**config.mk**
```make
export PLATFORM = sky130hd
export DESIGN_NAME = dmem_port_arbiter
export DESIGN_NICKNAME = d
export VERILOG_FILES = /design/src/rtl/dmem_port_arbiter.sv
export SDC_FILE = /design/constraint.sdc
export NUM_CORES = 1
export LEC_CHECK = 0
export CAP_MARGIN = 10
export CORE_UTILIZATION = 33
export CTS_BUF_LIST = sky130_fd_sc_hd__clkbuf_8
export DETAILED_ROUTE_END_ITERATION = 10
export GPL_TIMING_DRIVEN = 0
export PLACE_DENSITY_LB_ADDON = 0.2
export SETUP_SLACK_MARGIN = 0.05
export SLEW_MARGIN = 20
export SYNTH_ARGS = -nofsm -noshare
export SYNTH_HDL_FRONTEND = slang
export SYNTH_SLANG_ARGS = --single-unit
```
**constraint.sdc**
```tcl
create_clock -name clk -period 3.85 [get_ports clk]
set_input_delay 0.385 -clock clk [delete_from_list [all_inputs] [get_ports clk]]
set_output_delay 0.385 -clock clk [all_outputs]
set_load 0.01 [all_outputs]
```
**src/rtl/dmem_port_arbiter.sv**
```systemverilog
// dmem_port_arbiter: shares the single data memory port between the pipeline and a loader,
// with bounded loader bursts, a starvation guard and 1-cycle read data routing.
module dmem_port_arbiter #(
  parameter int ADDR_WID   = 16,
  parameter int DATA_WID   = 8,
  parameter int MAX_BURST  = 4,
  parameter int STARVE_LIM = 8
) (
  input  logic                clk,
  input  logic                rst_n,
  input  logic                pl_req,
  input  logic                pl_we,
  input  logic [ADDR_WID-1:0] pl_addr,
  input  logic [DATA_WID-1:0] pl_wdata,
  output logic                pl_stall,
  output logic                pl_rvalid,
  output logic [DATA_WID-1:0] pl_rdata,
  input  logic                ld_req,
  input  logic                ld_we,
  input  logic [ADDR_WID-1:0] ld_addr,
  input  logic [DATA_WID-1:0] ld_wdata,
  output logic                ld_gnt,
  output logic                ld_rvalid,
  output logic [DATA_WID-1:0] ld_rdata,
  output logic [ADDR_WID-1:0] dmem_rd_addr,
  output logic [ADDR_WID-1:0] dmem_wr_addr,
  output logic [DATA_WID-1:0] dmem_wr_data,
  output logic                dmem_wr_en,
  input  logic [DATA_WID-1:0] dmem_dout
);
  localparam int BW = $clog2(MAX_BURST + 1);
  localparam int SW = $clog2(STARVE_LIM + 1);
  typedef enum logic [1:0] {S_IDLE, S_PL, S_LD} state_t;
  typedef enum logic [1:0] {O_NONE, O_PL, O_LD} owner_t;
  state_t        state, state_nx;
  owner_t        rd_owner, rd_owner_nx;
  logic [BW-1:0] burst_cnt, burst_nx;
  logic [SW-1:0] starve_cnt, starve_nx;
  logic          ld_cont, starved, g_pl, g_ld;
  // Grants are forced low while reset is asserted so every output reads 0 immediately.
  always_comb begin
    ld_cont = state == S_LD && ld_req && (burst_cnt < BW'(MAX_BURST) || !pl_req);
    starved = ld_req && starve_cnt >= SW'(STARVE_LIM);
    g_pl    = rst_n && !ld_cont && pl_req && !starved;
    g_ld    = rst_n && !g_pl && ld_req;
  end
  always_comb begin
    ld_gnt       = g_ld;
    pl_stall     = rst_n && pl_req && !g_pl;
    dmem_rd_addr = g_ld ? ld_addr : g_pl ? pl_addr : '0;
    dmem_wr_addr = dmem_rd_addr;
    dmem_wr_data = g_ld ? ld_wdata : g_pl ? pl_wdata : '0;
    dmem_wr_en   = g_ld ? ld_we : g_pl && pl_we;
    pl_rvalid    = rst_n && rd_owner == O_PL;
    ld_rvalid    = rst_n && rd_owner == O_LD;
    pl_rdata     = pl_rvalid ? dmem_dout : '0;
    ld_rdata     = ld_rvalid ? dmem_dout : '0;
  end
  always_comb begin
    state_nx    = g_ld ? S_LD : g_pl ? S_PL : S_IDLE;
    burst_nx    = !g_ld ? '0 : state != S_LD ? BW'(1) :
                  burst_cnt == BW'(MAX_BURST) ? burst_cnt : burst_cnt + BW'(1);
    starve_nx   = !ld_req || g_ld ? '0 :
                  starve_cnt == SW'(STARVE_LIM) ? starve_cnt : starve_cnt + SW'(1);
    rd_owner_nx = g_ld && !ld_we ? O_LD : g_pl && !pl_we ? O_PL : O_NONE;
  end
  always_ff @(posedge clk or negedge rst_n) begin
    if (!rst_n) begin
      state      <= S_IDLE;
      rd_owner   <= O_NONE;
      burst_cnt  <= '0;
      starve_cnt <= '0;
    end else begin
      state      <= state_nx;
      rd_owner   <= rd_owner_nx;
      burst_cnt  <= burst_nx;
      starve_cnt <= starve_nx;
    end
  end
endmodule
```
==> results.md <==
* Path category of the worst min-delay check: in2async
* Area inside the core boundary at 3690 µm²
* Required time of the worst setup path at 3.46 ns
* Die Footprint at 4120 µm²
* Post-Synthesis Cells at between 150 and 200
* Fraction of final layout cells sized beyond drive strength 1 at 11.0%
* Signal arrival time at the worst endpoint at 2.90 ns
* Cell-internal power at between 0.3 and 0.4 mW
* Total leakage power at 1.09 nW
* CTS Buf Count at 3
* Pin count of the biggest net entering global routing at 13
* Maximum clock skew at final layout at 0.00360 ns
* Slew at the pin with the worst max-slew slack at roughly 0.53 ns
* CTS root buf: sky130_fd_sc_hd__clkbuf_8
* Met1 track utilization from global routing at about a quarter
* Drc violations at 0
* Worst slew margin at around 64%
* Slowest CP cell: sky130_fd_sc_hd__clkdlybuf4s50_1
* Number of I/O pins at about 120
* DIE WIDTH at 64.2 µm
* DRC marker count from the first detailed-route iteration at 68
* Depth of the critical timing path with buffers and inverters included at 7
* Cells along the critical path: clkdlybuf4s50_1 -> buf_2 -> clkbuf_1 -> nand2_1 -> o22ai_1 -> buf_4 -> clkdlybuf4s50_1
* Final-report hold violation count at 0
* Buffers inserted during post-CTS setup optimization at 0
* Reg2Reg Capture Point: state[0]
* Most frequent cell on the critical path: sky130_fd_sc_hd__clkdlybuf4s50_1
* Met2 track utilization from global routing at 39.4%
* Ys flop type: sky130_fd_sc_hd__dfrtp_1
* Areal power density over the cells at 184 nW/µm²
* Combined buffer and inverter count along the critical path at 5
* Post-Synth Simple-Gate Area at 36.3%
* Number of placed instances, taps included at approximately 340
* Compound-gate portion of the synthesized area at 17.4%
* M3 GR Usage at 6.61%
* Number of instances resized during post-cts repair at 0
* Via count of the first global-routing pass at ~1500
* Combinational cell fraction of total power at 50.0%
* Register clock-pin slew on the reported worst setup and hold paths at 0.05 ns
* Commonest cells after routing, fill and taps aside: sky130_fd_sc_hd__clkdlybuf4s50_1, sky130_fd_sc_hd__nand2_1, sky130_fd_sc_hd__o22ai_1, sky130_fd_sc_hd__and2_1, sky130_fd_sc_hd__buf_4
* Number of synthesized flops with an enable pin at 0
* Max Root-Sink Buffers at 2
* Share of the yosys chip area belonging to registers at 21.5%
* Seq pwr share at 26.4%
* Wire length of the first global-routing pass at 7.12 mm
* Clock tree from TritonCTS: yes
* Routed wire length per instance at between 10 and 15 µm
* Setup tns final at 0 ns
* Post-Syn Nets at 240
* Flop-to-flop setup slack at 2.55 ns
* Total power after layout at 0.478 mW
* Most used routing layer: met2
* ANT nets after route at 0
* Largest driver fanout on the critical path at 12
* Netlist cell types at 32
* Post-Synth XOR/XNOR Area at 2.06%
* Insertion delay to the later sink of the worst-skew pair at 0.24 ns
* Gp weighted congestion at 0.741
* Number of antenna violations at the first check in global routing at 0
* Hold Buf Count CTS at 0
* Setup-failing EPs final at 0
* Min Tclk post-route at 3.28 ns
* Reg-to-reg critical path startpoint: burst_cnt[2]
* Post-layout nets at 367
* Worst setup path endpoint: dmem_wr_addr[2]
* Fmax at between 300 and 400 MHz
* Initial Util at 34.6%
* Worst voltage drop across the vdd grid at 0.000223 V
* Share of total power consumed by net switching at 29.0%
* Placement row count at 22
* Detailed-placement wirelength estimate at 3.78 mm
* DR pass1 iterations at 4
* TritonCTS sink count at 11
* Post-synthesis sequential element count at 11
* Total routing resource utilization after global routing at a little over a fifth
* Post-Syn Area per Cell at 7.34 µm²
* Setup repair after global routing missed its margin: false
* Critical path capture point type: output port
* Number of diodes at 0
* Die Y-Extent at ~64 µm
* Dominant combinational cell family by area after synthesis: simple AND/OR/NAND/NOR gates
* Adder-Cell Fraction of Synth Area at 3.92%
* Depth of the most critical reg-to-reg path at 4
* Multiplexer area fraction after synthesis at 2.35%
* YS warnings at 0
* Growth of design area from synthesis to finish at 104%
* Number of buffer cells added on primary ports at between 100 and 150
* Count of H-tree levels built during CTS at 1
* Vias at 1642
* Fraction of the cycle the final worst path needs at 85.3%
* Count of maximum capacitance violations at 0
* Crit Path Category: in2out
* CP delay by family, top: buffers and inverters
* Nature of the critical path startpoint: input port
* Cell Count, Final, Fillers Out at 348
* Sw power at 0.139 mW
* Final max-slew violation count at 0
* Share of synthesized registers carrying an async set or reset at 100%
* Worst Setup SP: rst_n
* Run status: complete, no violations
* Post-synth design cell area at 1280 µm²
* Average via count per standard cell at between 4 and 5
* Remaining global-route overflow at 0
* Most common cell after layout, fill and taps aside: sky130_fd_sc_hd__clkdlybuf4s50_1
* Routed wire length at 4.51 mm
* Peak per-stage delay on the critical path at roughly 0.81 ns
* Clock share of power at 23.6%
-- layout make-up --
class                      instances  area [µm²]
timing repair buffer             122        1220
buffer                            26         190
sequential                        11         275
multi-input combinational        132         793
clock inverter                     1        3.75
fill                             341        1080
inverter                           5        18.8
clock buffer                       3        41.3
tap                               48        60.1
-- cells in the mapped netlist (all sizes together) (2+ instances only) --
master	number	area, µm²
a21oi	2	13.8
and2	16	100
buf	22	175
clkbuf	4	15.0
dfrtp	11	275
ha	4	50.1
inv	5	18.8
mux2i	3	30.0
nand2	54	205
nand2b	2	12.5
nand3b	3	22.5
nor2	6	22.5
nor3b	3	50.1
o21ai	2	13.8
o22ai	25	156
xnor2	2	17.5
-- power by group through the flow --
stage	combinational (mW)	sequential (mW)	clock (mW)
after global routing	0.258	0.127	0.122
after CTS	0.241	0.126	0.116
final	0.239	0.126	0.113
after floorplan	0.0989	0.127	0
after detailed placement	0.240	0.128	0
after global placement	0.236	0.128	0
-- cells by family after synthesis --
| group | Yosys count |
|---|---|
| multiplexers | 3 |
| XOR/XNOR | 3 |
| buffers and inverters | 31 |
| AO/OA/AOI/OAI | 33 |
| flip-flops | 11 |
| adder cells (fa/ha/maj) | 4 |
| AND/OR/NAND/NOR | 89 |
-- routing by layer --
layer	share of wire (%)	vias to the layer above
li1	-	826
met1	39	737
met2	51	70
met3	8.1	9
met4	1.8	0
met5	0	-
-- worst min-delay path by stage --
| stage | startpoint | to | cells after the start |
|---|---|---|---|
| after floorplan | rst_n | burst_cnt[0] | 0 |
| after global placement | starve_cnt[2] | starve_cnt[2] | 2 |
| after detailed placement | starve_cnt[2] | starve_cnt[2] | 2 |
| after CTS | rst_n | starve_cnt[0] | 1 |
| after global routing | rst_n | starve_cnt[0] | 1 |
| final | rst_n | starve_cnt[0] | 1 |
-- state kept, by name, summed over array words and instances (netlist names) --
name and count:
starve_cnt 4, burst_cnt 3, state 2, rd_owner 2
-- stage by stage --
| step | hold WS [ns] | worst slack [ns] | util [%] | area, µm² |
|---|---|---|---|---|
| floorplan | 0.0894 | 2.09 | - | 1280 |
| global placement | 0.543 | 0.614 | 69.4 | 2560 |
| detailed placement | 0.562 | 0.549 | 69.4 | 2560 |
| CTS | 0.509 | 0.550 | 70.6 | 2600 |
| global route | 0.546 | 0.347 | 70.6 | 2600 |
| finish | 0.497 | 0.566 | 70.6 | 2600 |
-- worst register-to-register path: stages (launching register included) --
cell and delay (ns):
sky130_fd_sc_hd__dfrtp_1 0.44, sky130_fd_sc_hd__nand4bb_1 0.27, sky130_fd_sc_hd__nand2_2 0.24, sky130_fd_sc_hd__buf_6 0.17
sky130_fd_sc_hd__nor2_1 0.05
No activity file was read; power rests on OpenSTA's default activity.
